**src/rtl/pi_pkg.sv**
```systemverilog
// rtl/pi_pkg.sv - shared mode encodings and width helpers for the PI controller
package pi_pkg;

   localparam logic [1:0] MODE_RUN    = 2'b00;
   localparam logic [1:0] MODE_HOLD   = 2'b01;
   localparam logic [1:0] MODE_MANUAL = 2'b10;

   // Gain products: (GAIN_W+1) zero-extended gain times (DATA_W+1) error delta
   function automatic int prod_w(input int data_w, input int gain_w);
      return data_w + gain_w + 2;
   endfunction

   // Accumulator: one extra bit over the product so u_out + sum1 cannot overflow
   function automatic int acc_w(input int data_w, input int gain_w);
      return data_w + gain_w + 3;
   endfunction

endpackage

```
**src/rtl/sat_clamp.sv**
```systemverilog
// rtl/sat_clamp.sv - combinational clamp of a wide signed value into the output range
module sat_clamp #(
   parameter int IN_W  = 20,
   parameter int OUT_W = 9,
   parameter int MIN   = -256,
   parameter int MAX   = 255
) (
   input  logic signed [IN_W-1:0]  i_val,
   output logic signed [OUT_W-1:0] o_val,
   output logic                    o_hi,
   output logic                    o_lo
);

   localparam logic signed [IN_W-1:0] L_MAX = IN_W'(MAX);
   localparam logic signed [IN_W-1:0] L_MIN = IN_W'(MIN);

   // Compare against both rails and pick the rail or the in-range value
   always_comb begin
      o_hi  = (i_val > L_MAX);
      o_lo  = (i_val < L_MIN);
      o_val = OUT_W'(i_val);
      if (o_hi) begin
         o_val = OUT_W'(L_MAX);
      end else if (o_lo) begin
         o_val = OUT_W'(L_MIN);
      end
   end

endmodule

```
**src/rtl/pi_controller_sat.sv**
```systemverilog
// rtl/pi_controller_sat.sv - two-stage incremental PI controller with clamp and bumpless manual mode
module pi_controller_sat
   import pi_pkg::*;
#(
   parameter int DATA_W  = 9,
   parameter int GAIN_W  = 8,
   parameter int SHIFT   = 0,
   parameter int KP_RST  = 104,
   parameter int KI_RST  = 3,
   parameter int OUT_MAX = 2**(DATA_W-1) - 1,
   parameter int OUT_MIN = -(2**(DATA_W-1))
) (
   input  logic                     clk,
   input  logic                     reset,
   input  logic signed [DATA_W-1:0] e_in,
   input  logic                     e_valid,
   input  logic [1:0]               mode,
   input  logic signed [DATA_W-1:0] u_manual,
   input  logic [GAIN_W-1:0]        kp_in,
   input  logic [GAIN_W-1:0]        ki_in,
   input  logic                     gain_load,
   output logic signed [DATA_W-1:0] u_out,
   output logic                     u_valid,
   output logic                     sat_hi,
   output logic                     sat_lo
);

   localparam int DE_W   = DATA_W + 1;
   localparam int PROD_W = prod_w(DATA_W, GAIN_W);
   localparam int ACC_W  = acc_w(DATA_W, GAIN_W);

   logic [GAIN_W-1:0]        r_kp;
   logic [GAIN_W-1:0]        r_ki;
   logic signed [DATA_W-1:0] r_e_prev;
   logic signed [PROD_W-1:0] r_sum1;
   logic [1:0]               r_mode;
   logic signed [DATA_W-1:0] r_man;
   logic                     r_v1;
   logic signed [DATA_W-1:0] r_u_out;
   logic                     r_u_valid;
   logic                     r_sat_hi;
   logic                     r_sat_lo;

   logic signed [DE_W-1:0]   w_de;
   logic signed [PROD_W-1:0] w_p;
   logic signed [PROD_W-1:0] w_i;
   logic signed [PROD_W-1:0] w_sum1;
   logic signed [ACC_W-1:0]  w_acc;
   logic signed [ACC_W-1:0]  w_clamp_in;
   logic signed [DATA_W-1:0] w_clamped;
   logic                     w_hi;
   logic                     w_lo;

   // Stage-1 arithmetic: error delta and the two gain products, gains treated as unsigned
   always_comb begin
      w_de   = DE_W'(e_in) - DE_W'(r_e_prev);
      w_p    = PROD_W'(signed'({1'b0, r_kp})) * PROD_W'(w_de);
      w_i    = PROD_W'(signed'({1'b0, r_ki})) * PROD_W'(e_in);
      w_sum1 = w_p + w_i;
   end

   // Gain registers; a sample on the same edge as a load still sees the old gains
   always_ff @(posedge clk) begin
      if (reset) begin
         r_kp <= GAIN_W'(KP_RST);
         r_ki <= GAIN_W'(KI_RST);
      end else if (gain_load) begin
         r_kp <= kp_in;
         r_ki <= ki_in;
      end
   end

   // Stage 1: capture the gain sum with its mode and manual value; e_prev tracks every mode
   always_ff @(posedge clk) begin
      if (reset) begin
         r_e_prev <= '0;
         r_sum1   <= '0;
         r_mode   <= MODE_RUN;
         r_man    <= '0;
         r_v1     <= 1'b0;
      end else begin
         r_v1 <= e_valid;
         if (e_valid) begin
            r_e_prev <= e_in;
            r_sum1   <= w_sum1;
            r_mode   <= mode;
            r_man    <= u_manual;
         end
      end
   end

   // Stage-2 candidate: integrate in RUN, take the manual value in MANUAL
   always_comb begin
      w_acc      = ACC_W'(r_u_out) + ACC_W'(r_sum1 >>> SHIFT);
      w_clamp_in = w_acc;
      if (r_mode == MODE_MANUAL) begin
         w_clamp_in = ACC_W'(r_man);
      end
   end

   sat_clamp #(
      .IN_W  (ACC_W),
      .OUT_W (DATA_W),
      .MIN   (OUT_MIN),
      .MAX   (OUT_MAX)
   ) u_sat_clamp (
      .i_val (w_clamp_in),
      .o_val (w_clamped),
      .o_hi  (w_hi),
      .o_lo  (w_lo)
   );

   // Stage 2: commit the clamped value so the integrator state never winds up past a rail
   always_ff @(posedge clk) begin
      if (reset) begin
         r_u_out   <= '0;
         r_u_valid <= 1'b0;
         r_sat_hi  <= 1'b0;
         r_sat_lo  <= 1'b0;
      end else begin
         r_u_valid <= r_v1;
         if (r_v1) begin
            case (r_mode)
               MODE_RUN, MODE_MANUAL: begin
                  r_u_out  <= w_clamped;
                  r_sat_hi <= w_hi;
                  r_sat_lo <= w_lo;
               end
               default: begin
                  r_sat_hi <= 1'b0;
                  r_sat_lo <= 1'b0;
               end
            endcase
         end
      end
   end

   assign u_out   = r_u_out;
   assign u_valid = r_u_valid;
   assign sat_hi  = r_sat_hi;
   assign sat_lo  = r_sat_lo;

endmodule

```
**config.mk**
```make
export PLATFORM = sky130hd
export DESIGN_NAME = pi_controller_sat
export DESIGN_NICKNAME = d
export VERILOG_FILES = /design/src/rtl/pi_pkg.sv /design/src/rtl/sat_clamp.sv /design/src/rtl/pi_controller_sat.sv
export SDC_FILE = /design/constraint.sdc
export NUM_CORES = 1
export LEC_CHECK = 0
export BUFFER_PORTS_ARGS = -buffer_cell sky130_fd_sc_hd__buf_2
export CORE_ASPECT_RATIO = 1.5
export CORE_MARGIN = 2
export CORE_UTILIZATION = 38
export DETAILED_ROUTE_END_ITERATION = 10
export GPL_TIMING_DRIVEN = 0
export MAX_ROUTING_LAYER = met4
export PLACE_DENSITY_LB_ADDON = 0.05
export SLEW_MARGIN = 20
export SYNTH_ARGS = -nofsm -noshare
export SYNTH_HDL_FRONTEND = slang
export SYNTH_SLANG_ARGS = --single-unit
```
**constraint.sdc**
```tcl
create_clock -name clk -period 8.22 [get_ports clk]
set_clock_uncertainty 0.2 [all_clocks]
set_input_delay 0 -clock clk [delete_from_list [all_inputs] [get_ports clk]]
set_output_delay 0 -clock clk [all_outputs]
set_load 0.005 [all_outputs]
```
# After elaboration in Yosys (flattened, before gate mapping)
# Index checks and enable logic that the tools add are counted.
# W data, S select, Z words.
totals:
  n_memories: 0
  romBits: 0
  latch_bits: 0
  ramBits: 0
  output_inout_bits: 12
  elab_cells: 27
  in_bits: 40
  reg_bits: 68
classes:
  n_shift: 0
  mul: 2
  bitwise_logic: 0
  addsub: 3
  n_eq_ne: 1
  muxes: 5
  order_cmp: 2
  reduce_logical: 3
  div_mod_pow: 0
ops:
  columns: ["operator", "count"]
  rows:
  - ["$add A9 B19 Y20", 1]
  - ["$gt A20 B9 Y1 const B", 1]
  - ["$lt A20 B9 Y1 const B", 1]
  - ["$mux W20", 1]
  - ["$add A19 B18 Y19", 1]
  - ["$mul A9 B10 Y19", 1]
  - ["$mul A9 B9 Y18", 1]
  - ["$mux W9", 2]
  - ["$sub A9 B9 Y10", 1]
  - ["$eq A2 B2 Y1 const B", 1]
  - ["$logic_not A2 Y1", 1]
  - ["$mux W1", 2]
  - ["$reduce_and A2 Y1", 1]
  - ["$reduce_or A2 Y1", 1]

# Logic depth before layout (Yosys ltp)
# Gate-level depths: netlist of run 1.
logic_depth:
  ltp_word: 5
  ltp_mapped: 33
  ltp_nobuf: 32

# By module
# A second synthesis of run 1 with hierarchy kept.
hier_totals:
  cells_unflattened: 1203
  area_unflattened_um2: 10382.5
by_module_without_submodules:
  columns: ["mod", "area_each_um2", "cells_each", "seq_area_each_um2", "n_inst"]
  rows:
  - ["pi_controller_sat", 10227.3, 1185, 1361.3, 1]
  - ["sat_clamp", 155.1, 18, 0.0, 1]

# Worst setup path after synthesis of run 1
# No wires, ideal clock.
synth_path:
  path_kind: "input to register"
  start: "input port e_in[0]"
  end: "register r_sum1[17]"
  slack_ns: 1.135
  arrival_time_ns: 6.779
  cell_stages: 31
  setup_time_ns: 0.106
  required_ns: 7.914
  path_buffers: 1
  cell_sequence: "clkbuf_1 inv_1 ha_1 fa_1 nor2b_1 o21ai_0 a21boi_0 o21a_1 o21ai_0 nand2b_1 a21oi_1 xnor2_1 nand2_1 fa_1 inv_1 fa_1 inv_1 fa_1 fa_1 inv_1 fa_1 inv_1 fa_1 inv_1 ha_1 nand3_1 nor3_1 nor3_1 nor3_1 or4_1 o311ai_0"
synth_via:
  elab_chain_cells: 3
  word_cells_on_any_way: 4
  classes_between: "add/sub (2); mul (2)"
synth_rtl:
  columns: ["element", "line_no", "rtl"]
  rows:
  - ["from (decl)", "pi_controller_sat.sv:15", "input logic signed [DATA_W-1:0] e_in,"]
  - ["$sub A9 B9 Y10", "pi_controller_sat.sv:56", "w_de = DE_W'(e_in) - DE_W'(r_e_prev);"]
  - ["$mul A9 B10 Y19", "pi_controller_sat.sv:57", "w_p = PROD_W'(signed'({1'b0, r_kp})) * PROD_W'(w_de);"]
  - ["$add A19 B18 Y19 *", "pi_controller_sat.sv:59", "w_sum1 = w_p + w_i;"]
  - ["to (signal assigned)", "pi_controller_sat.sv:85", "r_sum1 <= w_sum1;"]
  - ["to (decl)", "pi_controller_sat.sv:35", "logic signed [PROD_W-1:0] r_sum1;"]
# Mark *: on every way between the ends. The rest lies on a longest branch, timed or not.
# A chain may end at the register's enable or synchronous reset.

# Worst setup path after layout of run 1
layout_path:
  start: "register r_e_prev[0]"
  end: "register r_sum1[18]"
layout_via:
  elab_chain_cells: 3
layout_rtl:
  columns: ["element", "line_no", "rtl"]
  rows:
  - ["from (decl)", "pi_controller_sat.sv:34", "logic signed [DATA_W-1:0] r_e_prev;"]
  - ["from (signal assigned)", "pi_controller_sat.sv:84", "r_e_prev <= e_in;"]
  - ["$sub A9 B9 Y10", "pi_controller_sat.sv:56", null]
  - ["$mul A9 B10 Y19", "pi_controller_sat.sv:57", null]
  - ["$add A19 B18 Y19", "pi_controller_sat.sv:59", null]
# No other way between the ends.

==> results_dict.tcl, run 1 <==
set metrics [dict create \
    status "complete, no violations" \
    pwr_density_cell_nw_per_um2 418 \
    hp-class "input pin to flip-flop" \
    num_vias 7941 \
    worstHoldPathCells 4 \
    die_width_um 138 \
    grt_pass1_vias 8507 \
    clock_latency_ps 350 \
    hold_viol_final 0 \
    synth_ff_type "dfxtp_1" \
    htreeDepth 3 \
    dieArea_um2 28200 \
    dp_cells 1557 \
    syn-num-nets 1466 \
    synth.ff_latch_count 68 \
    synth_edf_count 0 \
    cp_common_cell "fa_1" \
    fillers 2757 \
    drv_cap 0 \
    worstHoldEndpoint "r_e_prev[2]" \
    tightest_slew_ps 987 \
    grt_max_degree 14 \
    ir_drop_mv 0.287 \
    cts_setup_buffers 0 \
    worst_slew_margin_rel 0.337 \
    finalNetCount 1561 \
    drt_first_iter_violations 284 \
    die_h_um 205 \
    rr_endpoint "r_sum1[18]" \
    reg2reg_depth 29 \
    synth_area_per_cell_um2 8.71 \
    io_buffers 48 \
    std_cell_rows 73 \
    yosysSeqAreaShare 0.133 \
    max_freq_mhz 129 \
    postRouteAntennaNets 0 \
    min-delay-start "e_in[2]" \
    first_pass_iters 4 \
    design_area_um2 11600 \
    clock_sinks 68 \
    p_leak_nw 5.79 \
    synth_cells 1172 \
    critPathMaxFanout 8 \
    clockRootBuffer "clkbuf_16" \
    cp_slowest_cell "fa_1" \
    grt_usage 0.217 \
    drive_above_1_share 0.0676 \
    grt_pass1_wl_mm 44.8 \
    slew_violations 0 \
    antenna_cells 0 \
    mostFrequentLayoutCells "inv_1 (238), fa_1 (131), ha_1 (123), nand2_1 (82), nor2_1 (82)" \
    fin_crit_sh 0.941 \
    async_flop_share 0 \
    core-area_um2 26500 \
    wl_per_cell_um 17.2 \
    drt-vias-per-instance 4.94 \
    ff2ff_setup_slack_ps 490 \
    yosysWarningCount 0 \
    cts.reportedPaths.clkPinSlew_ps 70 \
    totalWireLength_mm 27.7 \
    timing.rr.start "r_e_prev[0]" \
    syn_to_final_growth_pct 14.1 \
    rsz0062_at_grt "no" \
    worst_setup_path_end_kind "flip-flop" \
    setup_tns_ps 0 \
    slowest_delay_ps 580 \
    synth.distinct_cells 59 \
    arrival_ps 7740 \
    period_minus_slack_ps 7730 \
    worstSetupStartpointType "flip-flop" \
    cp_data_required_time_ps 8230 \
    final_common_cell "inv_1" \
    grt_overflow_total 0 \
    synth_area_um2 10200 \
    setup_violations 0 \
    drc 0 \
    place_area_um2 10900 \
    final-instance-count-excl-fill 1609 \
    worst-setup-path-type "flip-flop to flip-flop" \
    ioPinCount 52 \
    antenna_found_initial 0 \
    finalWeightedCongestion 0.812 \
    startpoint "r_e_prev[0]" \
    start_util 0.385 \
    cts_tree "yes" \
    cts_made_buffers 9 \
    cts.path.max_buffers 2 \
    dp_hpwl_mm 23.3 \
    post-route-util 0.439 \
]
metrics by stage:
stage / setup WS, ps / hold WS, ps / power (mW)
6_report: 486 / 65.7 / 4.86
5_1_grt: 6.39 / 105 / 5.45
4_1_cts: 92.0 / 68.1 / 4.89
3_5_place_dp: -353 / 21.8 / 4.36
3_3_place_gp: -312 / 13.2 / 4.35
2_1_floorplan: 1130 / -77.6 / 3.35
repair_timing:
item                                   in CTS  in global routing
pin swaps                                   0                  1
hold buffers                               36                  0
endpoints found under the hold margin      34                  0
resized for setup                           3                 10
setup endpoints to repair                   4                  5
cells in the mapped netlist, types with 2 or more instances:
master     number  area, um2
inv_1         238        893
fa_1          131       2620
ha_1          123       1540
nand2_1        82        308
nor2_1         82        308
and2_1         69        432
dfxtp_1        68       1360
mux2i_1        49        490
clkbuf_1       36        135
xnor2_1        36        315
nor2b_1        35        219
a21oi_1        31        155
o21ai_0        24        120
a21o_1         20        150
nand2b_1       18        113
nor3_1         11       55.1
a211oi_1        8       60.1
a211o_1         7       61.3
a31oi_1         6       37.5
buf_1           6       22.5
nand4_1         6       37.5
o21ai_1         6       30.0
xor2_1          6       52.6
nand3_1         5       25.0
nor3b_1         5       37.5
a211oi_2        4       50.1
and3_1          4       25.0
o211ai_1        4       30.0
o21a_1          4       30.0
xnor3_1         4       90.1
a21boi_0        3       22.5
a311oi_1        3       26.3
o21bai_1        3       22.5
o221ai_1        3       26.3
or3_1           3       18.8
a2111oi_0       2       17.5
a22o_1          2       17.5
a41oi_1         2       17.5
nor4_1          2       12.5
o31ai_1         2       15.0
report_power, final:
group	internal (mW)	switching, mW	total [mW]
combinational	1.65	2.31	3.97
clock	0.305	0.172	0.477
sequential	0.385	0.0330	0.418
kinds of logic (layout without fill, tap and decap cells):
group,count (synthesis),in the layout,share of synthesized area
xor gates and xnor gates,46,46,0.0449
DFF,68,68,0.133
adders and majority gates,254,254,0.408
AOI/OAI and AO/OA,144,144,0.0985
muxes,49,49,0.0481
and+or+nand+nor,329,329,0.163
buffers and inverters,282,382,0.105
how the worst max path moves through the flow:
stage / end / slack [ps]
after CTS: r_sum1[17] / 90
after detailed placement: r_sum1[17] / -350
after global placement: r_sum1[17] / -310
after floorplan: r_sum1[17] / 1130
final: r_sum1[18] / 490
after global routing: r_sum1[16] / 6
worst max-delay path, delay by kind of cell (launching register included):
kind,cells,cell delay (ps)
fa+ha+maj,9,4080
compound gates,6,1390
xor+xnor,2,620
simple gates,6,560
flops,1,320
buf+inv,5,260
mux,1,150
sequential cells by signal, indices dropped and copies added (netlist names):
name	flops
r_e_prev	9
r_v1	1
r_man	9
r_kp	8
u_valid	1
sat_hi	1
u_out	9
sat_lo	1
r_ki	8
r_mode	2
r_sum1	19
area by class of cell:
type                    instances  area, um2  share of cell area
inverters                     238        893              0.0767
plain buffers                  44        174              0.0149
clock buffers                  10        239              0.0205
repair buffers                 84        601              0.0516
multi-input cells             822       7840               0.673
well taps                     337        422              0.0362
flip-flops and latches         68       1360               0.117
clock inverters                 6        111             0.00957
per-layer routing:
metal | vias up | wire [um] | track usage
met1 | 3908 | 10900 | 0.234
li1 | 3882 | - | -
met5 | - | 0 | -
met4 | 0 | 612 | 0.0590
met3 | 38 | 543 | 0.0186
met2 | 113 | 15700 | 0.416
No activity file was read; power rests on OpenSTA's default activity.
==> run 2, diff against run 1 <==
--- a/config.mk
+++ b/config.mk
@@ -12,7 +12,7 @@
 export DETAILED_ROUTE_END_ITERATION = 10
 export GPL_TIMING_DRIVEN = 0
 export MAX_ROUTING_LAYER = met4
-export PLACE_DENSITY_LB_ADDON = 0.05
+export PLACE_DENSITY = 0.63
 export SLEW_MARGIN = 20
 export SYNTH_ARGS = -nofsm -noshare
 export SYNTH_HDL_FRONTEND = slang
==> run 2 against run 1 <==
Utilization down 0.099 points. First-iteration DRC count increased by 0.70%. Power down 4.1%. Non-clock buffer count up 2. Sequential power about the same. Cell count up 0.19%. Global-route usage is 2.0 points lower. Via count is 1.4% higher. Combinational power decreased by 4%. Highest routed layer unchanged.
==> results_dict.tcl, run 2 (synthesis gave the netlist of run 1 again) <==
set metrics [dict create \
    p_leak_nw 5.79 \
    drt-vias-per-instance 5.00 \
    worst_setup_path_end_kind "flip-flop" \
    clock_sinks 68 \
    arrival_ps 7740 \
    worstSetupStartpointType "flip-flop" \
    pwr_density_cell_nw_per_um2 401 \
    max_freq_mhz 129 \
    worst_slew_margin_rel 0.410 \
    holdWs_ps 95.0 \
    fin_ws_ps 488 \
    worstHoldPathCells 4 \
    setup_violations 0 \
    clock_latency_ps 350 \
    start_util 0.385 \
    cts_tree "yes" \
    finalWeightedCongestion 0.915 \
    grt_pass1_vias 8492 \
    clockRootBuffer "clkbuf_16" \
    ioPinCount 52 \
    io_buffers 48 \
    reg2reg_depth 31 \
    std_cell_rows 73 \
    finalNetCount 1563 \
    grt_overflow_total 0 \
    grt_usage 0.197 \
    fin_crit_sh 0.941 \
    drv_cap 0 \
    status "complete, no violations" \
    cts.path.max_buffers 2 \
    cts_made_buffers 9 \
    place_area_um2 10900 \
    hp-class "input pin to flip-flop" \
    htreeDepth 3 \
    final_common_cell "inv_1" \
    grt_max_degree 14 \
    mostFrequentLayoutCells "inv_1 (238), fa_1 (131), ha_1 (123), nand2_1 (82), nor2_1 (82)" \
    totalWireLength_mm 25.6 \
    postRouteAntennaNets 0 \
    slowest_delay_ps 530 \
    first_pass_iters 4 \
    slew_violations 0 \
    drc 0 \
    path_delay_family "adder cells" \
    grt_pass1_wl_mm 41.6 \
    die_width_um 138 \
    critPathMaxFanout 8 \
    ff2ff_setup_slack_ps 490 \
    fillers 2680 \
    worst-setup-path-type "flip-flop to flip-flop" \
    dp_slack_ps -79.1 \
    die_h_um 205 \
    tightest_slew_ps 885 \
    ir_drop_mv 0.368 \
    cp_data_required_time_ps 8230 \
    antenna_found_initial 1 \
    largest-register "r_sum1" \
    totalPowerFinal_mw 4.66 \
    wl_per_cell_um 15.9 \
    num_vias 8054 \
    period_minus_slack_ps 7730 \
    min-delay-start "e_in[7]" \
    core-area_um2 26500 \
    seqCellArea_um2 1360 \
    largest_reg_flops 19 \
    hold_viol_final 0 \
    dieArea_um2 28200 \
    cts.reportedPaths.clkPinSlew_ps 60 \
    timing.rr.start "r_e_prev[1]" \
    design_area_um2 11600 \
    drt_first_iter_violations 286 \
    path_buf_inv 6 \
    worstHoldEndpoint "r_e_prev[7]" \
    drive_above_1_share 0.0651 \
    dp_hpwl_mm 21.6 \
    multi_input_area_um2 7810 \
    syn_to_final_growth_pct 13.8 \
    cp_slowest_cell "fa_1" \
    rsz0062_at_grt "no" \
    rr_endpoint "r_sum1[18]" \
]
[run 2: worst min-delay path: cells and delay by family]
kind	cells	cell delay, ps
buffers and inverters	2	350
AND/OR/NAND/NOR	1	50
multiplexers	1	190
[run 2: metrics by stage]
stage / instances / setup TNS [ps] / utilization
after floorplan: 1172 / 0 / -
after global placement: 1557 / -4.63 / 0.410
after detailed placement: 1557 / -102 / 0.410
after CTS: 1609 / 0 / 0.437
after global routing: 1612 / 0 / 0.438
final: 1612 / 0 / 0.438
[run 2: per-layer routing]
| layer | vias up | track usage | wire length (um) |
|---|---|---|---|
| met5 | - | - | 0 |
| met4 | 0 | 0.0831 | 1010 |
| met3 | 56 | 0.0181 | 556 |
| met2 | 126 | 0.372 | 14000 |
| met1 | 3977 | 0.204 | 9970 |
| li1 | 3895 | - | - |
[run 2: area by class of cell]
class | instances | area share
well taps | 337 | 0.0363
clock inverters | 3 | 0.00582
clock buffers | 13 | 0.0233
inverters | 238 | 0.0769
plain buffers | 44 | 0.0150
multi-input cells | 822 | 0.672
flip-flops and latches | 68 | 0.117
repair buffers | 86 | 0.0530
diodes | 1 | 0.000215
[run 2: repair_timing]
action	in CTS	in global routing
hold buffers	36	0
setup endpoints to repair	0	8
endpoints found under the hold margin	34	0
resized for setup	0	6
setup buffers	0	2
[run 2: power breakdown]
part / leakage [nW] / internal, mW / switching [mW]
sequential: 0.562 / 0.386 / 0.0339
clock: 0.162 / 0.291 / 0.153
combinational: 5.07 / 1.62 / 2.18
total: 5.79 / 2.30 / 2.36
[run 2: how the worst max path moves through the flow]
stage	start	depth (start not counted)	end	slack, ps
detailed placement	e_in[1]	31	r_sum1[17]	-80
global route	r_e_prev[1]	29	r_sum1[15]	40
CTS	r_e_prev[0]	29	r_sum1[17]	50
finish	r_e_prev[1]	31	r_sum1[18]	490
global placement	e_in[1]	31	r_sum1[17]	-5
floorplan	e_in[0]	31	r_sum1[17]	1130
==> run 3, diff against run 2 <==
--- a/config.mk
+++ b/config.mk
@@ -11,6 +11,7 @@
 export CORE_UTILIZATION = 38
 export DETAILED_ROUTE_END_ITERATION = 10
 export GPL_TIMING_DRIVEN = 0
+export HOLD_SLACK_MARGIN = 0.1
 export MAX_ROUTING_LAYER = met4
 export PLACE_DENSITY = 0.63
 export SLEW_MARGIN = 20
==> run 3 against run 2 <==
Wire length rose by 0.22%. Sequential power barely moved. Clock-buffer cell count did not move. Register-to-register slack barely moved. Utilization barely moved. Cell count barely moved. Die area did not move. Cell area barely moved. Largest power group unchanged.
==> results_dict.tcl, run 3 (synthesis gave the netlist of run 1 again) <==
set metrics [dict create \
    dp_slack_ps -79.1 \
    finalWeightedCongestion 0.915 \
    dp_cells 1557 \
    ir_drop_mv 0.370 \
    final_common_cell "inv_1" \
    hold_viol_final 0 \
    cts_tree "yes" \
    setup_violations 0 \
    drt-vias-per-instance 5.00 \
    clockRootBuffer "clkbuf_16" \
    core-area_um2 26500 \
    worst-setup-path-type "flip-flop to flip-flop" \
    grt_usage 0.197 \
    totalWireLength_mm 25.6 \
    grt_overflow_total 0 \
    worst_slew_margin_rel 0.408 \
    slew_violations 0 \
    die_h_um 205 \
    grt_max_degree 14 \
    grt_pass1_wl_mm 41.6 \
    io_buffers 48 \
    worst_setup_path_end_kind "flip-flop" \
    path_delay_family "adder cells" \
    drc 0 \
    mostFrequentLayoutCells "inv_1 (238), fa_1 (131), ha_1 (123), nand2_1 (82), nor2_1 (82)" \
    htreeDepth 3 \
    dieArea_um2 28200 \
    largest_reg_flops 19 \
    largest-register "r_sum1" \
    finalNetCount 1564 \
    path_buf_inv 6 \
    clock_latency_ps 350 \
    die_width_um 138 \
    syn_to_final_growth_pct 13.9 \
    drive_above_1_share 0.0651 \
    cts_made_buffers 9 \
    fillers 2679 \
    place_area_um2 10900 \
    fin_ws_ps 480 \
    start_util 0.385 \
    critPathMaxFanout 8 \
    cp_data_required_time_ps 8230 \
    ioPinCount 52 \
    dp_hpwl_mm 21.6 \
    slowest_delay_ps 530 \
    first_pass_iters 5 \
    max_freq_mhz 129 \
    num_vias 8069 \
    tightest_slew_ps 888 \
    hp-class "input pin to flip-flop" \
    cts.path.max_buffers 2 \
    wl_per_cell_um 15.9 \
    status "complete, no violations" \
    design_area_um2 11600 \
    arrival_ps 7750 \
    postRouteAntennaNets 0 \
    drt_first_iter_violations 287 \
    cts.reportedPaths.clkPinSlew_ps 60 \
    final-instance-count-excl-fill 1613 \
    p_leak_nw 5.80 \
    cp_slowest_cell "fa_1" \
    antenna_found_initial 1 \
    fin_crit_sh 0.942 \
    period_minus_slack_ps 7740 \
    clock_sinks 68 \
    rsz0062_at_grt "no" \
    pwr_density_cell_nw_per_um2 403 \
    worstSetupStartpointType "flip-flop" \
    grt_pass1_vias 8483 \
    std_cell_rows 73 \
    drv_cap 0 \
]
==> run 3: changes by cell type in the layout (fill, tap and decap cells not counted), sizes merged <==
cell	change
dlygate4sd3	+1
==> run 3: path summary, 6_finish.rpt <==
path	start	endpoint	slack (ps)	depth (start not counted)
max	r_e_prev[1]	r_sum1[18]	480	31
min	e_in[7]	r_e_prev[7]	100	4
max reg2reg	r_e_prev[1]	r_sum1[18]	480	31
min reg2reg	r_sum1[13]	r_sum1[13]	280	2
==> run 3: layer usage <==
layer,GRT usage,up-vias,share of wire
li1,-,3898,-
met2,0.372,160,0.55
met5,-,-,0
met4,0.0831,0,0.039
met3,0.0181,53,0.030
met1,0.204,3958,0.38
==> run 3: repair_timing <==
item,CTS,global route
hold buffers,37,0
endpoints found under the hold margin,36,0
buffers inserted,0,2
resized for setup,0,6
setup endpoints to repair,0,8
==> run 3: per-stage QoR <==
step | total power, mW | TNS [ps] | utilization | hold WS (ps)
floorplan | 3.35 | 0 | - | -77.6
global placement | 4.15 | -4.63 | 0.410 | 13.2
detailed placement | 4.20 | -102 | 0.410 | 16.9
CTS | 4.68 | 0 | 0.437 | 108
global route | 5.20 | 0 | 0.439 | 151
finish | 4.68 | 0 | 0.439 | 103
==> run 3: worst register-to-register path, delay by kind of cell, from the launching register on <==
kind	cells	cell delay (ps)
XOR/XNOR	2	420
buffers and inverters	6	310
multiplexers	1	150
flip-flops	1	380
adder cells (fa/ha/maj)	8	3640
AO/OA/AOI/OAI	8	1840
AND/OR/NAND/NOR	6	620
==> run 3: final cells by class <==
type | count | area (um2) | area share
repair buffers | 87 | 626 | 0.0538
inverters | 238 | 893 | 0.0768
clock inverters | 3 | 67.6 | 0.00581
diodes | 1 | 2.50 | 0.000215
plain buffers | 44 | 174 | 0.0150
flip-flops and latches | 68 | 1360 | 0.117
well taps | 337 | 422 | 0.0363
multi-input cells | 822 | 7810 | 0.672
clock buffers | 13 | 270 | 0.0232
==> run 3: power breakdown <==
part	switching (mW)	total, mW	internal, mW
sequential	0.0338	0.419	0.386
combinational	2.19	3.82	1.62
clock	0.153	0.444	0.291
total	2.38	4.68	2.30
